==> config.mk <==
export PLATFORM = sky130hd
export DESIGN_NAME = stats_sample_scheduler
export DESIGN_NICKNAME = d
export VERILOG_FILES = /design/src/rtl/stats_sched_pkg.sv /design/src/rtl/stats_sample_scheduler_period_timer.sv /design/src/rtl/stats_sample_scheduler.sv
export SDC_FILE = /design/constraint.sdc
export NUM_CORES = 1
export LEC_CHECK = 0
export BUFFER_PORTS_ARGS = -buffer_cell sky130_fd_sc_hd__buf_2
export CAP_MARGIN = 15
export CORE_UTILIZATION = 52
export CTS_BUF_LIST = sky130_fd_sc_hd__clkbuf_2
export DETAILED_ROUTE_END_ITERATION = 12
export PLACE_DENSITY = 0.83
export SLEW_MARGIN = 15
export SYNTH_ARGS = -nofsm -noshare
export SYNTH_HDL_FRONTEND = slang
export SYNTH_SLANG_ARGS = --single-unit
==> constraint.sdc <==
create_clock -name clk -period 5.2 [get_ports clk]
set_input_delay 0.26 -clock clk [delete_from_list [all_inputs] [get_ports clk]]
set_output_delay 0.26 -clock clk [all_outputs]
set_load 0.03 [all_outputs]
==> src/rtl/stats_sched_pkg.sv <==
// rtl/stats_sched_pkg.sv - shared types and width helpers for the stats sample scheduler
package stats_sched_pkg;

  typedef enum logic [2:0] {
    IDLE,
    START,
    SCAN,
    REQ,
    DONE
  } sched_state_t;

  localparam int DEFAULT_NUM_PORTS   = 4;
  localparam int DEFAULT_ACK_TIMEOUT = 255;
  localparam int DEFAULT_COUNT_WIDTH = 32;

  // Port index width, never narrower than one bit so a single-port build still has an index.
  function automatic int idx_width(input int num_ports);
    return (num_ports > 1) ? $clog2(num_ports) : 1;
  endfunction

  // The ack wait counter only has to reach ACK_TIMEOUT-1 before the timeout fires.
  function automatic int tmo_width(input int ack_timeout);
    return (ack_timeout > 1) ? $clog2(ack_timeout) : 1;
  endfunction

endpackage

==> src/rtl/stats_sample_scheduler_period_timer.sv <==
// rtl/stats_sample_scheduler_period_timer.sv - round start tick generator
module period_timer #(
  parameter int COUNT_WIDTH = 32
) (
  input  logic                   clk,
  input  logic                   rst,
  input  logic                   enable,
  input  logic [COUNT_WIDTH-1:0] period,
  output logic                   tick
);

  logic                   enable_q;
  logic [COUNT_WIDTH-1:0] count;

  // Tick on the enable rise, then every max(period,1) cycles; period is sampled at each reload.
  always_ff @(posedge clk or posedge rst) begin
    if (rst) begin
      enable_q <= 1'b0;
      count    <= '0;
      tick     <= 1'b0;
    end else begin
      enable_q <= enable;
      if (!enable) begin
        count <= '0;
        tick  <= 1'b0;
      end else if (!enable_q || count <= COUNT_WIDTH'(1)) begin
        count <= period;
        tick  <= 1'b1;
      end else begin
        count <= count - COUNT_WIDTH'(1);
        tick  <= 1'b0;
      end
    end
  end

endmodule

==> src/rtl/stats_sample_scheduler.sv <==
// rtl/stats_sample_scheduler.sv - sequences per-port stats snapshot requests once per period
module stats_sample_scheduler
  import stats_sched_pkg::*;
#(
  parameter int NUM_PORTS   = DEFAULT_NUM_PORTS,
  parameter int ACK_TIMEOUT = DEFAULT_ACK_TIMEOUT,
  parameter int COUNT_WIDTH = DEFAULT_COUNT_WIDTH
) (
  input  logic                   clk,
  input  logic                   rst,
  input  logic                   enable,
  input  logic [COUNT_WIDTH-1:0] period,
  input  logic [NUM_PORTS-1:0]   port_mask,
  input  logic [63:0]            current_time,
  input  logic                   clear_errors,
  output logic [NUM_PORTS-1:0]   sample_req,
  input  logic [NUM_PORTS-1:0]   sample_ack,
  output logic [63:0]            round_time,
  output logic [COUNT_WIDTH-1:0] round_count,
  output logic                   busy,
  output logic                   overrun,
  output logic [NUM_PORTS-1:0]   timeout_err
);

  localparam int IDX_W = idx_width(NUM_PORTS);
  localparam int TMO_W = tmo_width(ACK_TIMEOUT);
  localparam logic [IDX_W-1:0] LAST_IDX = IDX_W'(NUM_PORTS - 1);
  localparam logic [TMO_W-1:0] TMO_LAST = TMO_W'(ACK_TIMEOUT - 1);

  sched_state_t           state, state_d;
  logic [IDX_W-1:0]       idx, idx_d;
  logic [NUM_PORTS-1:0]   mask_q, mask_d;
  logic [TMO_W-1:0]       tmo_cnt, tmo_d;
  logic [NUM_PORTS-1:0]   req_d;
  logic [63:0]            round_time_d;
  logic [COUNT_WIDTH-1:0] round_count_d;
  logic                   busy_d;
  logic                   overrun_d;
  logic [NUM_PORTS-1:0]   timeout_d;
  logic                   tick;
  logic                   port_ack;

  period_timer #(
    .COUNT_WIDTH(COUNT_WIDTH)
  ) u_period_timer (
    .clk   (clk),
    .rst   (rst),
    .enable(enable),
    .period(period),
    .tick  (tick)
  );

  assign port_ack = sample_ack[idx];

  // Register the scheduler state and every output so requests and status are glitch-free.
  always_ff @(posedge clk or posedge rst) begin
    if (rst) begin
      state       <= IDLE;
      idx         <= '0;
      mask_q      <= '0;
      tmo_cnt     <= '0;
      sample_req  <= '0;
      round_time  <= '0;
      round_count <= '0;
      busy        <= 1'b0;
      overrun     <= 1'b0;
      timeout_err <= '0;
    end else begin
      state       <= state_d;
      idx         <= idx_d;
      mask_q      <= mask_d;
      tmo_cnt     <= tmo_d;
      sample_req  <= req_d;
      round_time  <= round_time_d;
      round_count <= round_count_d;
      busy        <= busy_d;
      overrun     <= overrun_d;
      timeout_err <= timeout_d;
    end
  end

  // Round sequencing; losing enable outside REQ abandons the round, inside REQ it waits for ack/timeout.
  always_comb begin
    state_d       = state;
    idx_d         = idx;
    mask_d        = mask_q;
    tmo_d         = tmo_cnt;
    req_d         = sample_req;
    round_time_d  = round_time;
    round_count_d = round_count;
    busy_d        = busy;
    overrun_d     = overrun;
    timeout_d     = timeout_err;

    if (clear_errors) begin
      overrun_d = 1'b0;
      timeout_d = '0;
    end
    if (tick && state != IDLE) begin
      overrun_d = 1'b1;
    end

    case (state)
      IDLE: begin
        if (tick) begin
          state_d = START;
        end
      end
      START: begin
        if (!enable) begin
          state_d = IDLE;
          busy_d  = 1'b0;
        end else begin
          round_time_d = current_time;
          mask_d       = port_mask;
          idx_d        = '0;
          busy_d       = 1'b1;
          state_d      = SCAN;
        end
      end
      SCAN: begin
        if (!enable) begin
          state_d = IDLE;
          busy_d  = 1'b0;
        end else if (mask_q[idx]) begin
          state_d = REQ;
          req_d   = NUM_PORTS'(1) << idx;
          tmo_d   = '0;
        end else if (idx == LAST_IDX) begin
          state_d = DONE;
        end else begin
          idx_d = idx + IDX_W'(1);
        end
      end
      REQ: begin
        if (port_ack || tmo_cnt == TMO_LAST) begin
          if (!port_ack) begin
            timeout_d[idx] = 1'b1;
          end
          req_d = '0;
          if (!enable) begin
            state_d = IDLE;
            busy_d  = 1'b0;
          end else if (idx == LAST_IDX) begin
            state_d = DONE;
          end else begin
            state_d = SCAN;
            idx_d   = idx + IDX_W'(1);
          end
        end else begin
          tmo_d = tmo_cnt + TMO_W'(1);
        end
      end
      DONE: begin
        round_count_d = round_count + COUNT_WIDTH'(1);
        busy_d        = 1'b0;
        state_d       = IDLE;
      end
      default: begin
        state_d = IDLE;
      end
    endcase
  end

endmodule

# Word level (Yosys, flattened, before mapping)
# Cells that the tools add are included.
[op_classes]
reduce_logical = 17
mux = 44
bitwise_logic = 1
n_lt_le_gt_ge = 3
eq_ne = 15
addsub = 4
shifts = 1
[op_table]
columns = ["cell", "n"]
rows = [
  ["$mux W32", 2],
  ["$add A32 B1 Y32 const B", 1],
  ["$le A32 B1 Y1 const B", 1],
  ["$sub A32 B1 Y32 const B", 1],
  ["$mux W4", 7],
  ["$mux W8", 3],
  ["$mux W3", 7],
  ["$pmux W8 S2", 1],
  ["$mux W2", 7],
  ["$ne A2 B2 Y1 const B", 7],
  ["$pmux W3 S4", 1],
  ["$mux W1", 10],
  ["$add A8 B1 Y8 const B", 1],
  ["$eq A8 B8 Y1 const B", 1],
  ["$pmux W4 S2", 1],
  ["$reduce_and A4 Y1", 2],
  ["$eq A3 B2 Y1 const B", 2],
  ["$pmux W2 S3", 1],
  ["$reduce_and A6 Y1", 1],
  ["$reduce_bool A3 Y1", 2],
  ["$bmux W1 S2", 2],
  ["$ne A4 B4 Y1 const B", 1],
  ["$or A4 B4 Y4", 1],
  ["$pmux W1 S4", 1],
  ["17 further kinds", 21],
]
[word_totals]
elab_cells = 98
register_bits = 157
output_inout_bits = 106
inputBits = 108

# Logic depth before layout (Yosys ltp)
[logic_depth]
word_depth = 8
ltp_mapped = 9
mapped_depth_nobuf = 7

# Cells and area by module
# A second synthesis with hierarchy kept.
[unflattened]
hier_cells = 607
hier_area_um2 = 7267.0
[modules_own_cells]
columns = ["module", "seq_area_each_um2", "area_each_um2", "instances", "cells_each"]
rows = [
  ["stats_sample_scheduler", 3078.0, 5268.8, 1, 394],
  ["period_timer", 850.8, 1998.2, 1, 213],
]

# Worst setup path before layout
# OpenSTA, ideal clock, no wires.
[synth_timing]
path_type = "register to register"
start = "reg u_period_timer.count[17]"
end = "reg u_period_timer.count[7]"
arrival_time_ps = 2100
slack_ps = 2980
n_path_buf = 3
path_stages_with_launch = 9
required_ps = 5080
setup_time_ps = 120
period_less_slack_ps = 2220
cell_sequence = "dfrtp_1 > or4_1 > buf_2 > nor3_4 > nand4_4 > and2_1 > buf_2 > buf_6 > o211a_1"
[synth_between]
elab_chain_cells = 4
[synth_rtl]
columns = ["item", "line", "text"]
rows = [
  ["start, declared", "stats_sample_scheduler_period_timer.sv:13", "logic [COUNT_WIDTH-1:0] count;"],
  ["start signal, assigned", "stats_sample_scheduler_period_timer.sv:27", "count <= period;"],
  ["start signal, assigned", "stats_sample_scheduler_period_timer.sv:30", "count <= count - COUNT_WIDTH'(1);"],
  ["$le A32 B1 Y1", "stats_sample_scheduler_period_timer.sv:26", "end else if (!enable_q || count <= COUNT_WIDTH'(1)) begin"],
  ["$logic_or A1 B1 Y1", "stats_sample_scheduler_period_timer.sv:26", ""],
  ["$mux W32", "stats_sample_scheduler_period_timer.sv:26", ""],
  ["$mux W32", "stats_sample_scheduler_period_timer.sv:23", "if (!enable) begin"],
]
# Every way passes these cells.
# A chain may end at the register's enable or synchronous reset.

# Final worst setup path
[layout_timing]
start = "reg u_period_timer.count[17]"
end = "reg u_period_timer.count[14]"
# The elaborated chain is that of the path after synthesis.

==> key figures <==
Die
  – Starting Density: 54.0%
  – I/O Pins: roughly 210
  – Die W: 120 µm
  – Die area: 0.0144 mm²
  – Number of cell rows: 42
  – Core area: ~0.013 mm²
  – Die Ht: 120 µm

Logic synthesis
  – Avg Inst Size Synth: 12.1 µm²
  – Synth top area share: 54.1%
  – Synthesized net count: 717
  – EDFF count, synth: 0
  – Yosys top cell by area: dfrtp_1
  – Total of warnings raised by yosys: 0
  – Top_reg_cell synth: dfrtp_1
  – Synthesized flop and latch total: 157
  – Post-synth cell types: 50
  – Ys async rst share: 100%
  – Area contributors post-synth: dfrtp_1 54%, mux2_2 9.3%, xnor2_1 4.8%
  – Synth Cell Area: around 0.0073 mm²
  – Seq/Total Area, Yosys: 54.1%
  – Cells after Synth: 600

Critical path
  – Cell family with most CP delay: simple AND/OR/NAND/NOR gates
  – RR Endpoint: u_period_timer.count[14]$_DFF_PP0_
  – Reg-to-reg slack, setup: 2.25 ns
  – Type of element launching the critical path: flop
  – WS Path Type: reg -> reg
  – Crit path capture type: flop
  – Worst Path Arrival: 3.59 ns
  – Slowest CP cell: or4_1
  – Cell Chain, Critical Path: or4_1 -> nor3_4 -> nand4_4 -> and2_1 -> buf_4 -> a211oi_2
  – Start of the worst register-to-register path: u_period_timer.count[17]$_DFF_PP0_
  – Worst path bufs/invs: 1
  – Crit path largest cell delay: 0.67 ns
  – Crit path required time: 5.84 ns
  – Worst-path fanout max: 34
  – Worst reg-to-reg path cell count: 6

Timing
  – Final setup fails: 0
  – Hold slack: 0.177 ns
  – Slew Viols, Final: 0
  – Final Skew: 0.0388 ns
  – Crit share post-route: 56.7%
  – Period minus WS final: 2.95 ns
  – Final hold violations: 0
  – Fmax: roughly 340 MHz
  – Final setup TNS: 0 ns
  – Unrepaired setup endpoints after global routing: false
  – Pin slew with the least headroom to its limit: 1.17 ns
  – Slew margin rel.: 21.8%

GRT
  – Grt total ovfl: 0
  – Vias in the first global route: 6512
  – Antenna violations before repair: 1
  – First-pass GRT wire length: 31700 µm
  – Largest net degree at the start of global routing: 102
  – Overall routing resource usage: ~29%

Finish
  – Area occupied by multi-input gates: about 0.0031 mm²
  – FF+latch area: 0.00393 mm²
  – Share of layout cells above drive strength 1: 37.7%
  – Area grow syn2layout: 33.9%
  – Fin nets: 1025
  – Non-Filler Instances: 1097
  – Filler cells: 914

Clock network
  – Root buffer cell: clkbuf_2
  – Htree depth: 4
  – CTS tree: done
  – Clock transition at path regs: around 0.20 ns
  – Setup Fix Bufs, Post-CTS: 0
  – Clk buf depth: 2
  – Worst skew pair latency: 0.75 ns
  – Clock buffers created by TritonCTS: 17
  – Clock Sink Count: approximately 160

Job
  – Max-cap violation count: 0

Power and ir drop
  – LEAKAGE: 4.54 nW
  – Peak supply drop: 0.461 mV
  – Pwr/cell area: 425 mW/mm²

Drt
  – Vias per cell: 5.55
  – WL per Instance: between 15 and 20 µm
  – Antenna-violating nets left: 0
  – DR DRC count: 0
  – WL final: 19600 µm
  – DR vias: 6085
  – Initial drt markers: 492
  – TritonRoute pass-1 iters: 4

Run status
  – Run status: finished clean

Place
  – Port Buffers: 213
  – Placed insts: 962
  – Final RePlAce weighted congestion: 0.856
  – HPWL after DPL: approximately 12000 µm

Min path
  – Hold depth: 6
  – Hold Path Sink: tmo_cnt[4]$_DFFE_PP0P_
  – Hold/Removal Path Class: in -> reg
  – Hold Startpoint: sample_ack[2]
## routing by layer
layer	GRT usage, %	wire length, µm	vias to the layer above
met2	50.8	10500	241
met1	31.0	7250	3002
met4	16.3	842	0
li1	-	-	2771
met5	0	0	-
met3	6.93	1010	71
## state kept, by name (all words and copies together), names as in the netlist, 2 cells and up
register              cells
idx                       2
mask_q                    4
round_count              32
round_time               64
sample_req                4
state                     3
timeout_err               4
tmo_cnt                   8
u_period_timer.count     32
## where the power goes
| group | total, mW | switching (mW) | leakage (nW) | internal (mW) |
|---|---|---|---|---|
| Sequential | 1.78 | 0.238 | 2.01 | 1.55 |
| Combinational | 1.65 | 1.03 | 2.39 | 0.618 |
| Clock | 0.704 | 0.434 | 0.146 | 0.270 |
| Total | 4.14 | 1.70 | 4.54 | 2.43 |
## cell usage after synthesis (7+ instances only)
| library cell | count |
|---|---|
| dfrtp_1 | 157 |
| mux2_2 | 60 |
| xnor2_1 | 40 |
| a21oi_1 | 32 |
| nand2_1 | 29 |
| a211oi_2 | 26 |
| nor2_1 | 26 |
| nand3_1 | 22 |
| clkbuf_1 | 21 |
| xor2_1 | 20 |
| inv_1 | 18 |
| nand4_1 | 15 |
| nor3_1 | 13 |
| ha_1 | 9 |
| mux2_1 | 9 |
| o21ai_0 | 9 |
| or4_1 | 9 |
| and3_1 | 7 |
| nor4_1 | 7 |
## worst min-delay path, cell delays in order
cell     delay (ns)
buf_2          0.07
mux4_2         0.23
nor2_1         0.09
nand3_1        0.09
xor2_1         0.06
nor2_1         0.07
## area by class of cell
type	count	share of cell area [%]
Multi-Input combinational cell	394	32.2
Timing Repair Buffer	320	21.9
Clock buffer	20	1.03
Antenna cell	1	0.0257
Inverter	18	0.746
Sequential cell	157	40.4
Clock inverter	11	1.49
Tap cell	176	2.26
## placed cells by master, fill, tap and decap left out, types with 3 or more instances in the layout
cell type      count
nor4_1             7
clkinv_2           3
dlygate4sd3_1    103
or4_1              9
and2_1             4
o31ai_1            5
clkinvlp_4         3
bufinv_16          3
mux2_2            60
nor2_1            26
buf_4              4
ha_1               9
or3_1              4
nand3b_1           5
and4_1             4
a211oi_2          26
nor3_1            12
nand4_1           15
a21oi_1           32
xor2_1            20
a22o_1             5
o21ai_0            9
mux2_1             9
clkbuf_2          20
inv_1             17
dfrtp_1          157
and3_1             7
nand3_1           22
nand2b_1           3
mux2i_1            3
buf_2            213
nand2_1           29
xnor2_1           40
## how the worst max path moves through the flow
stage	start	endpoint	slack, ns	depth (start not counted)
after floorplan	rst	busy$_DFFE_PP0P_	0.71	1
after global placement	u_period_timer.count[17]$_DFF_PP0_	u_period_timer.count[7]$_DFF_PP0_	2.37	6
after detailed placement	u_period_timer.count[17]$_DFF_PP0_	u_period_timer.count[7]$_DFF_PP0_	2.30	6
after CTS	u_period_timer.count[17]$_DFF_PP0_	u_period_timer.count[14]$_DFF_PP0_	2.26	6
after global routing	u_period_timer.count[17]$_DFF_PP0_	u_period_timer.count[14]$_DFF_PP0_	2.12	6
final	u_period_timer.count[17]$_DFF_PP0_	u_period_timer.count[14]$_DFF_PP0_	2.25	6
## timing repair
action / 4_1_cts / 5_1_grt
hold buffers: 103 / 0
resized for setup: 0 / 0
endpoints found under the hold margin: 208 / 0
## cells by family (layout without fill, tap and decap cells)
group	Yosys count	in the layout	synth area share, %
AOI/OAI and AO/OA	87	87	9.63
buffers and inverters	49	369	2.89
xor gates and xnor gates	60	60	7.23
other	0	1	0
muxes	74	74	11.7
adders and majority gates	9	9	1.55
DFF	157	157	54.1
and+or+nand+nor	164	164	12.9
## through the flow
stage                     total power, mW  utilization, %  area (µm²)  setup slack [ns]
after CTS                            4.08            72.3        9720              2.26
final                                4.14            72.3        9730              2.25
after global placement               3.26            62.8        8440              2.37
after global routing                 4.32            72.3        9730              2.12
after detailed placement             3.32            62.8        8440              2.30
after floorplan                      2.85               -        7260             0.705
(Power assumes the default switching activity.)
